File: config.mk
export PLATFORM = sky130hd
export DESIGN_NAME = rtc_button_conditioner_flat
export DESIGN_NICKNAME = d
export VERILOG_FILES = /design/src/rtl/rtc_pkg.sv /design/src/rtl/rtc_button_conditioner_if.sv /design/src/rtl/rtc_synchronizer.sv /design/src/rtl/rtc_button_conditioner.sv /design/src/flat_wrapper.sv
export SDC_FILE = /design/constraint.sdc
export NUM_CORES = 1
export LEC_CHECK = 0
export ABC_AREA = 1
export BUFFER_PORTS_ARGS = -buffer_cell sky130_fd_sc_hd__buf_2
export CAP_MARGIN = 40
export CORE_ASPECT_RATIO = 0.75
export CORE_MARGIN = 2
export CORE_UTILIZATION = 65
export DETAILED_ROUTE_END_ITERATION = 8
export PLACE_DENSITY_LB_ADDON = 0.2
export SKIP_CTS_REPAIR_TIMING = 1
export SLEW_MARGIN = 40
export SYNTH_ARGS = -nofsm -noshare
export SYNTH_HDL_FRONTEND = slang
export SYNTH_SLANG_ARGS = --single-unit
File: constraint.sdc
create_clock -name i_sclk -period 3.45 [get_ports i_sclk]
set_input_delay 0.8625 -clock i_sclk [delete_from_list [all_inputs] [get_ports i_sclk]]
set_output_delay 0.8625 -clock i_sclk [all_outputs]
set_load 0.02 [all_outputs]
File: src/rtl/rtc_pkg.sv
// Shared types and default timing constants for the stopwatch button path.
package rtc_pkg;

  typedef enum logic [2:0] {
    IDLE         = 3'd0,
    PRESS_WAIT   = 3'd1,
    HELD         = 3'd2,
    LONG_HELD    = 3'd3,
    RELEASE_WAIT = 3'd4
  } btn_state_t;

  // 10 ms debounce and 2 s long press at a 100 MHz system clock.
  localparam int RTC_DEBOUNCE_CYCLES   = 1_000_000;
  localparam int RTC_LONG_PRESS_CYCLES = 200_000_000;

endpackage

File: src/rtl/rtc_button_conditioner_if.sv
// Button pad input and conditioned outputs, grouped as one bundle.
interface rtc_button_conditioner_if;

  logic i_button;
  logic o_level;
  logic o_press_pulse;
  logic o_long_press;
  logic o_short_release;
  logic o_release_pulse;

  // Board / upper layer side: drives the pad, consumes the events.
  modport master (
    output i_button,
    input  o_level,
    input  o_press_pulse,
    input  o_long_press,
    input  o_short_release,
    input  o_release_pulse
  );

  // Conditioner side.
  modport slave (
    input  i_button,
    output o_level,
    output o_press_pulse,
    output o_long_press,
    output o_short_release,
    output o_release_pulse
  );

endinterface

File: src/rtl/rtc_synchronizer.sv
// Multi-flop synchroniser for an asynchronous pad input; resets to 0.
module rtc_synchronizer #(
  parameter int STAGES = 2
) (
  input  logic clk,
  input  logic rst_n,
  input  logic async_in,
  output logic sync_out
);

  logic [STAGES-1:0] chain;

  // Shift the pad value through the flop chain, oldest bit is the synced sample.
  always_ff @(posedge clk or negedge rst_n) begin
    if (!rst_n) begin
      chain <= '0;
    end else begin
      chain <= {chain[STAGES-2:0], async_in};
    end
  end

  assign sync_out = chain[STAGES-1];

endmodule

File: src/rtl/rtc_button_conditioner.sv
// Synchronises, debounces and classifies the start/stop push-button.
// Emits the debounced level plus press, long-press and release events.
module rtc_button_conditioner
  import rtc_pkg::*;
#(
  parameter int SYNC_STAGES       = 2,
  parameter int DEBOUNCE_CYCLES   = RTC_DEBOUNCE_CYCLES,
  parameter int LONG_PRESS_CYCLES = RTC_LONG_PRESS_CYCLES
) (
  input logic                     i_sclk,
  input logic                     i_reset_n,
  rtc_button_conditioner_if.slave btn
);

  localparam int DB_W = $clog2(DEBOUNCE_CYCLES + 1);
  localparam int LP_W = $clog2(LONG_PRESS_CYCLES + 1);
  localparam logic [DB_W-1:0] DB_MAX = DB_W'(DEBOUNCE_CYCLES);
  localparam logic [LP_W-1:0] LP_MAX = LP_W'(LONG_PRESS_CYCLES);
  localparam logic [DB_W-1:0] DB_ONE = DB_W'(1);

  // Counters stop at their threshold so they can never wrap.
  function automatic logic [DB_W-1:0] db_sat_inc(input logic [DB_W-1:0] v);
    return (v == DB_MAX) ? v : v + DB_W'(1);
  endfunction

  function automatic logic [LP_W-1:0] lp_sat_inc(input logic [LP_W-1:0] v);
    return (v == LP_MAX) ? v : v + LP_W'(1);
  endfunction

  logic            s;
  btn_state_t      state_q, state_d;
  logic [DB_W-1:0] db_q, db_d, db_inc;
  logic [LP_W-1:0] lp_q, lp_d, lp_inc;
  logic            fired_q, fired_d;
  logic            level_q, level_d;
  logic            press_q, press_d;
  logic            long_q, long_d;
  logic            short_q, short_d;
  logic            rel_q, rel_d;

  rtc_synchronizer #(
    .STAGES   (SYNC_STAGES)
  ) u_sync (
    .clk      (i_sclk),
    .rst_n    (i_reset_n),
    .async_in (btn.i_button),
    .sync_out (s)
  );

  // Next-state, counter and event decode from the synced sample.
  always_comb begin
    state_d = state_q;
    db_d    = db_q;
    lp_d    = lp_q;
    fired_d = fired_q;
    level_d = level_q;
    press_d = 1'b0;
    long_d  = 1'b0;
    short_d = 1'b0;
    rel_d   = 1'b0;
    db_inc  = db_sat_inc(db_q);
    lp_inc  = lp_sat_inc(lp_q);
    case (state_q)
      IDLE: begin
        if (s) begin
          state_d = PRESS_WAIT;
          db_d    = DB_ONE;
        end
      end
      PRESS_WAIT: begin
        if (!s) begin
          state_d = IDLE;
          db_d    = '0;
        end else begin
          db_d = db_inc;
          if (db_inc == DB_MAX) begin
            state_d = HELD;
            level_d = 1'b1;
            press_d = 1'b1;
            lp_d    = '0;
            fired_d = 1'b0;
          end
        end
      end
      HELD: begin
        // Hold time accrues on every HELD cycle; a threshold reached on a
        // bounce cycle fires on the first stable-high cycle after it.
        lp_d = lp_inc;
        if (!s) begin
          state_d = RELEASE_WAIT;
          db_d    = DB_ONE;
        end else if (lp_inc == LP_MAX) begin
          state_d = LONG_HELD;
          long_d  = 1'b1;
          fired_d = 1'b1;
        end
      end
      LONG_HELD: begin
        if (!s) begin
          state_d = RELEASE_WAIT;
          db_d    = DB_ONE;
        end
      end
      RELEASE_WAIT: begin
        if (s) begin
          state_d = fired_q ? LONG_HELD : HELD;
        end else begin
          db_d = db_inc;
          if (db_inc == DB_MAX) begin
            state_d = IDLE;
            db_d    = '0;
            level_d = 1'b0;
            rel_d   = 1'b1;
            short_d = !fired_q;
          end
        end
      end
      default: begin
        state_d = IDLE;
        db_d    = '0;
        level_d = 1'b0;
      end
    endcase
  end

  // State, counters and registered outputs.
  always_ff @(posedge i_sclk or negedge i_reset_n) begin
    if (!i_reset_n) begin
      state_q <= IDLE;
      db_q    <= '0;
      lp_q    <= '0;
      fired_q <= 1'b0;
      level_q <= 1'b0;
      press_q <= 1'b0;
      long_q  <= 1'b0;
      short_q <= 1'b0;
      rel_q   <= 1'b0;
    end else begin
      state_q <= state_d;
      db_q    <= db_d;
      lp_q    <= lp_d;
      fired_q <= fired_d;
      level_q <= level_d;
      press_q <= press_d;
      long_q  <= long_d;
      short_q <= short_d;
      rel_q   <= rel_d;
    end
  end

  assign btn.o_level         = level_q;
  assign btn.o_press_pulse   = press_q;
  assign btn.o_long_press    = long_q;
  assign btn.o_short_release = short_q;
  assign btn.o_release_pulse = rel_q;

endmodule

File: src/flat_wrapper.sv
// flat-port wrapper written by rule: the top's interface ports become plain ports
module rtc_button_conditioner_flat import rtc_pkg::*;
#(
  parameter int SYNC_STAGES       = 2,
  parameter int DEBOUNCE_CYCLES   = RTC_DEBOUNCE_CYCLES,
  parameter int LONG_PRESS_CYCLES = RTC_LONG_PRESS_CYCLES
)
  (i_sclk, i_reset_n, btn_i_button, btn_o_level, btn_o_press_pulse, btn_o_long_press, btn_o_short_release, btn_o_release_pulse);
  rtc_button_conditioner_if btn_i ();
  input logic i_sclk;
  input logic i_reset_n;
  input wire logic [$bits(btn_i.i_button)-1:0] btn_i_button;
  output wire logic [$bits(btn_i.o_level)-1:0] btn_o_level;
  output wire logic [$bits(btn_i.o_press_pulse)-1:0] btn_o_press_pulse;
  output wire logic [$bits(btn_i.o_long_press)-1:0] btn_o_long_press;
  output wire logic [$bits(btn_i.o_short_release)-1:0] btn_o_short_release;
  output wire logic [$bits(btn_i.o_release_pulse)-1:0] btn_o_release_pulse;
  assign btn_i.i_button = btn_i_button;
  assign btn_o_level = btn_i.o_level;
  assign btn_o_press_pulse = btn_i.o_press_pulse;
  assign btn_o_long_press = btn_i.o_long_press;
  assign btn_o_short_release = btn_i.o_short_release;
  assign btn_o_release_pulse = btn_i.o_release_pulse;
  rtc_button_conditioner #(.SYNC_STAGES(SYNC_STAGES), .DEBOUNCE_CYCLES(DEBOUNCE_CYCLES), .LONG_PRESS_CYCLES(LONG_PRESS_CYCLES)) u_core (.i_sclk(i_sclk), .i_reset_n(i_reset_n), .btn(btn_i));
endmodule
==> results of run 1 <==
synthesized netlist by cell type, types with 5 or more instances:
| cell | number |
|---|---|
| dfrtp_1 | 59 |
| ha_1 | 5 |
| inv_1 | 89 |
| inv_2 | 5 |
| nand2_1 | 233 |
| nand2_2 | 10 |
| nand3_1 | 58 |
| nand4_1 | 25 |
| nor2_1 | 111 |
| nor2_2 | 11 |
| nor2_4 | 6 |
| nor3_1 | 14 |
| o21ai_0 | 24 |
| o21ai_1 | 16 |
| o22ai_2 | 10 |
| xor2_1 | 15 |
flip-flops by register name (all words and copies together) (netlist names):
name and flops:
u_core.btn.o_level 1, u_core.fired_q 1, u_core.lp_q 28, u_core.btn.o_press_pulse 1
u_core.db_q 20, u_core.btn.o_release_pulse 1, u_core.btn.o_short_release 1, u_core.state_q 3
u_core.u_sync.chain 2, u_core.btn.o_long_press 1
routing by layer:
layer  share of wire (%)  track usage [%]  vias up
li1                    -                -     2349
met1                  45             57.9     2235
met2                  37             46.8      379
met3                  17             13.2       22
met4                 1.0             6.80        0
met5                   0                0        -
metrics by stage:
step           worst slack (ns)  hold slack (ns)  cells
3_3_place_gp              0.851            0.342    828
3_5_place_dp              0.799            0.352    828
5_1_grt                   0.513            0.376    844
6_report                  0.775            0.370    844
4_1_cts                   0.802            0.377    844
2_1_floorplan              1.33            0.331    730
power groups by stage:
stage	logic, uW	clock network, uW	registers (uW)
2_1_floorplan	618	0	809
3_3_place_gp	743	0	824
3_5_place_dp	756	0	829
4_1_cts	761	662	815
5_1_grt	876	692	826
6_report	787	660	818
path summary, 6_finish.rpt:
path                                                   from                                to  slack, ns  depth (start not counted)
setup / recovery                 u_core.db_q[0]$_DFFE_PN0P_        u_core.db_q[5]$_DFFE_PN0P_       0.78                         12
hold / removal             u_core.u_sync.chain[0]$_DFF_PN0_  u_core.u_sync.chain[1]$_DFF_PN0_       0.37                          0
setup reg to reg                 u_core.db_q[0]$_DFFE_PN0P_        u_core.db_q[5]$_DFFE_PN0P_       0.78                         12
hold reg to reg            u_core.u_sync.chain[0]$_DFF_PN0_  u_core.u_sync.chain[1]$_DFF_PN0_       0.37                          0
max in group asynchronous                         i_reset_n  u_core.u_sync.chain[1]$_DFF_PN0_       2.48                          2
min in group asynchronous                         i_reset_n        u_core.lp_q[0]$_DFFE_PN0P_       0.58                          2
worst reg2reg max path, cell delays in order, from the launching register on:
cell and delay (ns):
dfrtp_1 0.50, ha_1 0.23, nand3_1 0.15, nor2_2 0.23, xor2_1 0.43, inv_1 0.12, nand4_1 0.14, nor2_1 0.08
nand3_2 0.12, nand2_2 0.08, nand2_4 0.13, nand2_4 0.16, o21ai_0 0.21
layout make-up:
cell class	instances	area share [%]
multi-input combinational	567	55.6
clock buffer	9	2.48
clock inverter	7	1.53
timing repair buffer	10	1.23
sequential	59	29.6
tap	98	2.46
inverter	94	7.07
logic make-up after synthesis:
| group | count (synthesis) | synth area share, % |
|---|---|---|
| AOI/OAI and AO/OA | 64 | 9.48 |
| xor gates and xnor gates | 16 | 2.99 |
| adders and majority gates | 5 | 1.34 |
| buffers and inverters | 104 | 9.21 |
| DFF | 59 | 31.5 |
| and+or+nand+nor | 482 | 45.5 |
==> impl_metrics.ini, run 1 <==
[timing]
slew_headroom_pct = 62.8
clock_skew_ns = 0.0122
worstMarginPinSlew_ns = 0.556
min_period_ns = 2.67
max_freq_ghz = 0.374
setup_viol = 0
rsz0062_at_grt = false
drv_slew = 0
fin_crit_sh_pct = 77.5
hold_violations = 0
fin_tns_setup_ns = 0

[layout]
multi_input_area_sq_um = 2780
syn_to_final_growth_pct = 6.52
regArea_sq_um = 1480
nNetsFinal = 749
antenna-diode-count = 0
finalInstanceArea_sq_um = 4990
fillCellCount = 601
drive_gt1_share_pct = 11.0
final_core_util_pct = 72.4
layout_commonest_cell = nand2_1
final_cell_mix = 233 x nand2_1, 111 x nor2_1, 88 x inv_1

[worst_setup_path]
end_kind = flip-flop
crit_path_top_delay_cell = dfrtp_1
critical_path_buf_inv_count = 1
worstPathArrival_ns = 2.94
crit_fanout = 13
worstPathCellList = ha_1, nand3_1, nor2_2, xor2_1, inv_1, nand4_1, nor2_1, nand3_2, nand2_2, nand2_4, nand2_4, o21ai_0
critPathMaxStageDelay_ns = 0.50
critical-path-top-delay-family = simple AND/OR/NAND/NOR gates
cp-start-kind = flip-flop
critPathKind = reg -> reg
cpMostUsedCell = nand2_4
worstPathRequired_ns = 3.71

[drt]
wl_per_cell_um = 16.4
postRouteAntennaNets = 0
drt_iter0_drc = 587
first_pass_iters = 5
drt_wl_total_mm = 13.8
vias = 4985
post-route-drc-count = 0
avgViaCountPerCell = 5.91

[pwr]
power.static_leakage_uw = 0.00202
p_int_uw = 1300
total_power_uw = 2260
cellPowerDensity_nw_per_um2 = 454
p_switching_uw = 965
power.switching_fraction_pct = 42.6
power.share.clock_pct = 29.1
vdd_ir_drop_max_mv = 0.427
sequentialPowerShare_pct = 36.1
p_comb_share_pct = 34.8

[global_routing]
grt_pass1_wl_mm = 22.2
overflow = 0
grt_max_degree = 60
antenna_found_initial = 0
grt_pass1_vias = 4369
grt_use_total_pct = 36.4

[logic_synthesis]
synth_top_area_share_pct = 31.5
syn_avg_cell_area_sq_um = 6.42
yosysTopAreaCell = dfrtp_1
yosysUniqueCellTypes = 35
synthesis.yosys.warnings = 0
ys_seq_elements = 59
seq_area_frac_synth_pct = 31.5
netlist_instances = 730
async_flop_share_pct = 100
synth_edf_count = 0
syn-num-nets = 738
yosys-top-cells-area = dfrtp_1 32%, nand2_1 19%, nor2_1 8.9%, inv_1 7.1%, nand3_1 6.2%
syn_area_sq_um = 4680
synth_flop_cell = dfrtp_1

[placed_design]
portBuffers = 7
place_area_sq_um = 4790
gp_routability_congestion = 1.09
place_hpwl_mm = 10.4

[run_status]
outcome = finished clean

[die]
ios = 8
fp.dieArea_sq_um = 7910
dieWidth_um = 102
chipHeight_um = 77.5
start_util_pct = 67.9
coreArea_sq_um = 6900
std_cell_rows = 26

[clock_tree]
h-tree-depth = 3
clock_path_buffers = 2
clock_latency_ns = 0.35
cts_tree = yes
cts_buffers = 9
clockRootBuffer = clkbuf_8
cts.sink_count = 59
clkSlewWorstSetupHoldPaths_ns = 0.08

[flow_run]
cap_viol_max_count = 0

[min_path]
min_path_type = reg -> reg
Power figures use the tool's default switching activity.
==> run 2: changes to the inputs <==
ABC_AREA = 0   (was 1)
CORE_UTILIZATION = 64   (was 65)
clock period = 2.73 ns   (was 3.45 ns; I/O delays follow)
==> run 2 against run 1 <==
The run now ends with negative setup slack left. Combinational power decreased by 62%. Design area increased by 3.9%. Via count shrank 7.7%. Utilization up 9.7 points. Synthesized area fell by 10%. Cell count decreased by 21%. Count of clock-buffer cells in the layout is the same. Fmax shrank 2.9%. Global-route usage is 2.1 points lower. Largest cell class unchanged. Largest power group unchanged.
==> impl_metrics.ini, run 2 <==
[placed_design]
gp_routability_congestion = 0.960
place_hpwl_mm = 8.74
placedCellCount = 638
portBuffers = 7
dpl_worst_slack_ns = -0.179

[worst_setup_path]
worstPathCellList = inv_2, ha_4, nor3b_2, nand4_1, nor3_4, a32oi_2, nor4_4, buf_4, o22ai_4, a21o_1, a22o_1
crit_fanout = 7
worstPathRequired_ns = 2.98
regToRegSetupSlack_ns = -0.02
critPathKind = reg -> reg
worstPathArrival_ns = 3.00
crit_path_top_delay_cell = dfrtp_2
end_kind = flip-flop
critical_path_buf_inv_count = 2
critical-path-top-delay-family = simple AND/OR/NAND/NOR gates
cp-start-kind = flip-flop
critPathMaxStageDelay_ns = 0.46

[die]
ios = 8
fp.dieArea_sq_um = 7230
std_cell_rows = 25
dieWidth_um = 97.5
chipHeight_um = 74.1
coreArea_sq_um = 6320
start_util_pct = 66.4

[drt]
avgViaCountPerCell = 6.90
drt_wl_total_mm = 13.4
route.met3.wl_mm = 1.81
drt_iter0_drc = 502
wl_per_cell_um = 20.1
post-route-drc-count = 0
first_pass_iters = 7
postRouteAntennaNets = 0
wl_met1_mm = 5.73
vias = 4602
wl_met2_mm = 5.66
highest_layer = met4

[clock_tree]
clock_path_buffers = 2
cts.sink_count = 59
clockRootBuffer = clkbuf_8
clock_latency_ns = 0.35
h-tree-depth = 3
cts_tree = yes
clkSlewWorstSetupHoldPaths_ns = 0.08
cts_buffers = 9

[timing]
worstMarginPinSlew_ns = 0.573
slew_headroom_pct = 61.4
clock_skew_ns = 0.00773
whs_ns = 0.320
setup_ws_ns = -0.0245
hold_violations = 0
setup_viol = 2
rsz0062_at_grt = true
max_freq_ghz = 0.363
fin_tns_setup_ns = -0.0270
fin_crit_sh_pct = 101
drv_slew = 0
min_period_ns = 2.75

[layout]
syn_to_final_growth_pct = 23.6
regArea_sq_um = 1490
drive_gt1_share_pct = 27.3
multi_input_area_sq_um = 2710
fillCellCount = 400
final_cells = 667
top_register = u_core.lp_q
antenna-diode-count = 0
final_core_util_pct = 82.1
reg_top3 = u_core.lp_q x28, u_core.db_q x20, u_core.state_q x3
largest_reg_flops = 28
final_cell_mix = 76 x buf_4, 51 x dfrtp_1, 48 x nor2_1
layout_commonest_cell = buf_4
nNetsFinal = 589

[logic_synthesis]
yosys.cell_count.top_type = dfrtp_1
ys_seq_elements = 59
synth_flop_cell = dfrtp_1
async_flop_share_pct = 100
seq_area_frac_synth_pct = 35.2
synth_edf_count = 0
syn_area_sq_um = 4200
syn_avg_cell_area_sq_um = 8.15
yosys-top-cells-area = dfrtp_1 35%, nand3_1 5.4%, o21ai_0 4.8%, nand2_1 4.5%, nor2_1 4.4%
yosysTopAreaCell = dfrtp_1
synthesis.yosys.warnings = 0
netlist_instances = 515
synth_top_area_share_pct = 35.2
yosysUniqueCellTypes = 74
yosys-top-cells-count = 59 x dfrtp_1, 50 x nand2_1, 49 x nor2_1, 45 x nand3_1, 40 x o21ai_0
syn-num-nets = 523

[pwr]
cellPowerDensity_nw_per_um2 = 373
p_switching_uw = 580
power.share.clock_pct = 37.5
power.static_leakage_uw = 0.00217
p_comb_share_pct = 15.3
p_int_uw = 1350
vdd_ir_drop_max_mv = 0.467
power.switching_fraction_pct = 30.0
sequentialPowerShare_pct = 47.2

[global_routing]
grt_pass1_vias = 3848
grt_pass1_wl_mm = 19.5
antenna_found_initial = 0
grt_max_degree = 38
grt_use_total_pct = 34.3
overflow = 0

[run_status]
outcome = complete, but fails checks
violations = negative setup slack

[flow_run]
cap_viol_max_count = 0

[min_path]
min_path_type = in -> async
-- run 2: cell type report --
class | count | area share [%]
Inverter | 11 | 0.796
Sequential cell | 59 | 28.7
Multi-Input combinational cell | 413 | 52.3
Timing Repair Buffer | 87 | 12.9
Tap cell | 81 | 1.95
Clock buffer | 9 | 2.39
Clock inverter | 7 | 1.04
-- run 2: power by group through the flow --
stage | combinational (uW) | clock (uW) | sequential [uW]
after floorplan | 142 | 0 | 910
after global placement | 236 | 0 | 925
after detailed placement | 238 | 0 | 925
after CTS | 240 | 732 | 908
after global routing | 318 | 768 | 914
final | 296 | 725 | 913
-- run 2: logic make-up (layout without fill, tap and decap cells) --
| group | count (synthesis) | count (layout) | share of synthesized area, % |
|---|---|---|---|
| compound gates | 138 | 140 | 22.0 |
| xor+xnor | 16 | 16 | 3.34 |
| fa+ha+maj | 5 | 5 | 1.49 |
| buf+inv | 45 | 114 | 5.40 |
| flops | 59 | 59 | 35.2 |
| mux | 3 | 3 | 0.775 |
| simple gates | 249 | 249 | 31.8 |
-- run 2: routing by layer --
metal,global-route usage [%],vias up
met4,8.02,0
met1,51.5,2154
li1,-,2071
met2,48.8,340
met3,10.7,37
met5,0,-
-- run 2: path summary, 6_finish.rpt --
check | start | endpoint | cells after the start
worst max-delay path | u_core.db_q[0]$_DFFE_PN0P_ | u_core.db_q[7]$_DFFE_PN0P_ | 11
worst min-delay path | i_reset_n | u_core.db_q[9]$_DFFE_PN0P_ | 1
worst max register to register | u_core.db_q[0]$_DFFE_PN0P_ | u_core.db_q[7]$_DFFE_PN0P_ | 11
worst min register to register | u_core.u_sync.chain[0]$_DFF_PN0_ | u_core.u_sync.chain[1]$_DFF_PN0_ | 0
max in group asynchronous | i_reset_n | u_core.db_q[10]$_DFFE_PN0P_ | 2
min in group i_sclk | u_core.u_sync.chain[0]$_DFF_PN0_ | u_core.u_sync.chain[1]$_DFF_PN0_ | 0
-- run 2: metrics by stage --
step / cell area [sq um] / total power [uW]
2_1_floorplan: 4200 / 1050
3_3_place_gp: 4700 / 1160
3_5_place_dp: 4710 / 1160
4_1_cts: 4890 / 1880
5_1_grt: 5190 / 2000
6_report: 5190 / 1930
==> run 3: changes to the inputs <==
RECOVER_POWER = 25   (was unset)
==> run 3 against run 2 <==
The run still ends with negative setup slack left. Sequential cell count unchanged. Clock power about the same. Fmax down 0.12%. Global-route usage unchanged.
==> impl_metrics.ini, run 3 (synthesis results as in run 2) <==
[global_routing]
grt_use_total_pct = 34.3
overflow = 0
grt_pass1_vias = 3848
grt_pass1_wl_mm = 19.5
antenna_found_initial = 0
grt_max_degree = 38

[run_status]
violations = negative setup slack
outcome = complete, but fails checks

[clock_tree]
clockRootBuffer = clkbuf_8
clock_latency_ns = 0.36
cts_buffers = 9
cts_tree = yes
cts.sink_count = 59
h-tree-depth = 3
clkSlewWorstSetupHoldPaths_ns = 0.08
clock_path_buffers = 2

[drt]
post-route-drc-count = 0
drt_iter0_drc = 556
vias = 4623
first_pass_iters = 8
avgViaCountPerCell = 6.93
wl_per_cell_um = 20.2
drt_wl_total_mm = 13.5
postRouteAntennaNets = 0

[layout]
final_core_util_pct = 81.8
nNetsFinal = 589
syn_to_final_growth_pct = 23.2
drive_gt1_share_pct = 27.1
final_cell_mix = 76 x buf_4, 51 x dfrtp_1, 48 x nor2_1
fillCellCount = 403
largest_reg_flops = 28
layout_commonest_cell = buf_4
antenna-diode-count = 0
regArea_sq_um = 1490
multi_input_area_sq_um = 2710
reg_top3 = u_core.lp_q x28, u_core.db_q x20, u_core.state_q x3
top_register = u_core.lp_q

[timing]
rsz0062_at_grt = true
setup_viol = 3
slew_headroom_pct = 12.7
clock_skew_ns = 0.00974
drv_slew = 0
max_freq_ghz = 0.363
hold_violations = 0
fin_tns_setup_ns = -0.0440
min_period_ns = 2.76
fin_crit_sh_pct = 101
worstMarginPinSlew_ns = 1.31
setup_ws_ns = -0.0279

[pwr]
power.static_leakage_uw = 0.00216
total_power_uw = 1930
sequentialPowerShare_pct = 47.2
cellPowerDensity_nw_per_um2 = 374
power.share.clock_pct = 37.6
power.switching_fraction_pct = 30.1
p_int_uw = 1350
vdd_ir_drop_max_mv = 0.462
p_switching_uw = 582
p_comb_share_pct = 15.1

[flow_run]
cap_viol_max_count = 0

[die]
chipHeight_um = 74.1
fp.dieArea_sq_um = 7230
start_util_pct = 66.4
ios = 8
dieWidth_um = 97.5
std_cell_rows = 25
coreArea_sq_um = 6320

[placed_design]
gp_routability_congestion = 0.960
portBuffers = 7
dpl_worst_slack_ns = -0.179
place_hpwl_mm = 8.74

[worst_setup_path]
critical-path-top-delay-family = simple AND/OR/NAND/NOR gates
crit_path_top_delay_cell = dfrtp_2
critPathKind = reg -> reg
end_kind = flip-flop
cp-start-kind = flip-flop
worstPathRequired_ns = 2.98
worstPathCellList = inv_2, ha_4, nor3b_2, nand4_1, nor3_4, a32oi_2, nor4_4, buf_4, o22ai_4, a21o_1, a22o_1
crit_fanout = 7
critical_path_buf_inv_count = 2
worstPathArrival_ns = 3.01
critPathMaxStageDelay_ns = 0.47

[min_path]
min_path_type = reg -> reg
run 3: worst paths after layout:
path	cells after the start	slack [ns]	from	endpoint
max	11	-0.03	u_core.db_q[0]$_DFFE_PN0P_	u_core.db_q[7]$_DFFE_PN0P_
min	0	0.35	u_core.u_sync.chain[0]$_DFF_PN0_	u_core.u_sync.chain[1]$_DFF_PN0_
max reg2reg	11	-0.03	u_core.db_q[0]$_DFFE_PN0P_	u_core.db_q[7]$_DFFE_PN0P_
min reg2reg	0	0.35	u_core.u_sync.chain[0]$_DFF_PN0_	u_core.u_sync.chain[1]$_DFF_PN0_
max in group asynchronous	2	0.49	i_reset_n	u_core.db_q[10]$_DFFE_PN0P_
min in group asynchronous	1	0.60	i_reset_n	u_core.db_q[9]$_DFFE_PN0P_
run 3: metal layers:
layer	wire, um	vias to the layer above	global-route usage, %
li1	-	2071	-
met1	5670	2143	51.5
met2	5720	368	48.8
met3	1880	41	10.7
met4	201	0	8.02
met5	0	-	0
run 3: power by group through the flow:
stage | Clock, uW | Combinational, uW | Sequential, uW
4_1_cts | 732 | 240 | 908
2_1_floorplan | 0 | 142 | 910
3_3_place_gp | 0 | 236 | 925
6_report | 727 | 292 | 913
5_1_grt | 768 | 314 | 914
3_5_place_dp | 0 | 238 | 925
run 3: per-stage QoR:
step,area (sq um),hold WS [ns],instances
floorplan,4200,0.331,515
global placement,4700,0.340,638
detailed placement,4710,0.337,638
CTS,4890,0.331,654
global route,5170,0.358,667
finish,5170,0.350,667
run 3: layout make-up:
cell class                 count  area share, %
multi-input combinational    413           52.4
sequential                    59           28.8
timing repair buffer          87           12.6
clock buffer                   9           2.40
tap                           81           1.96
clock inverter                 7           1.04
inverter                      11          0.799
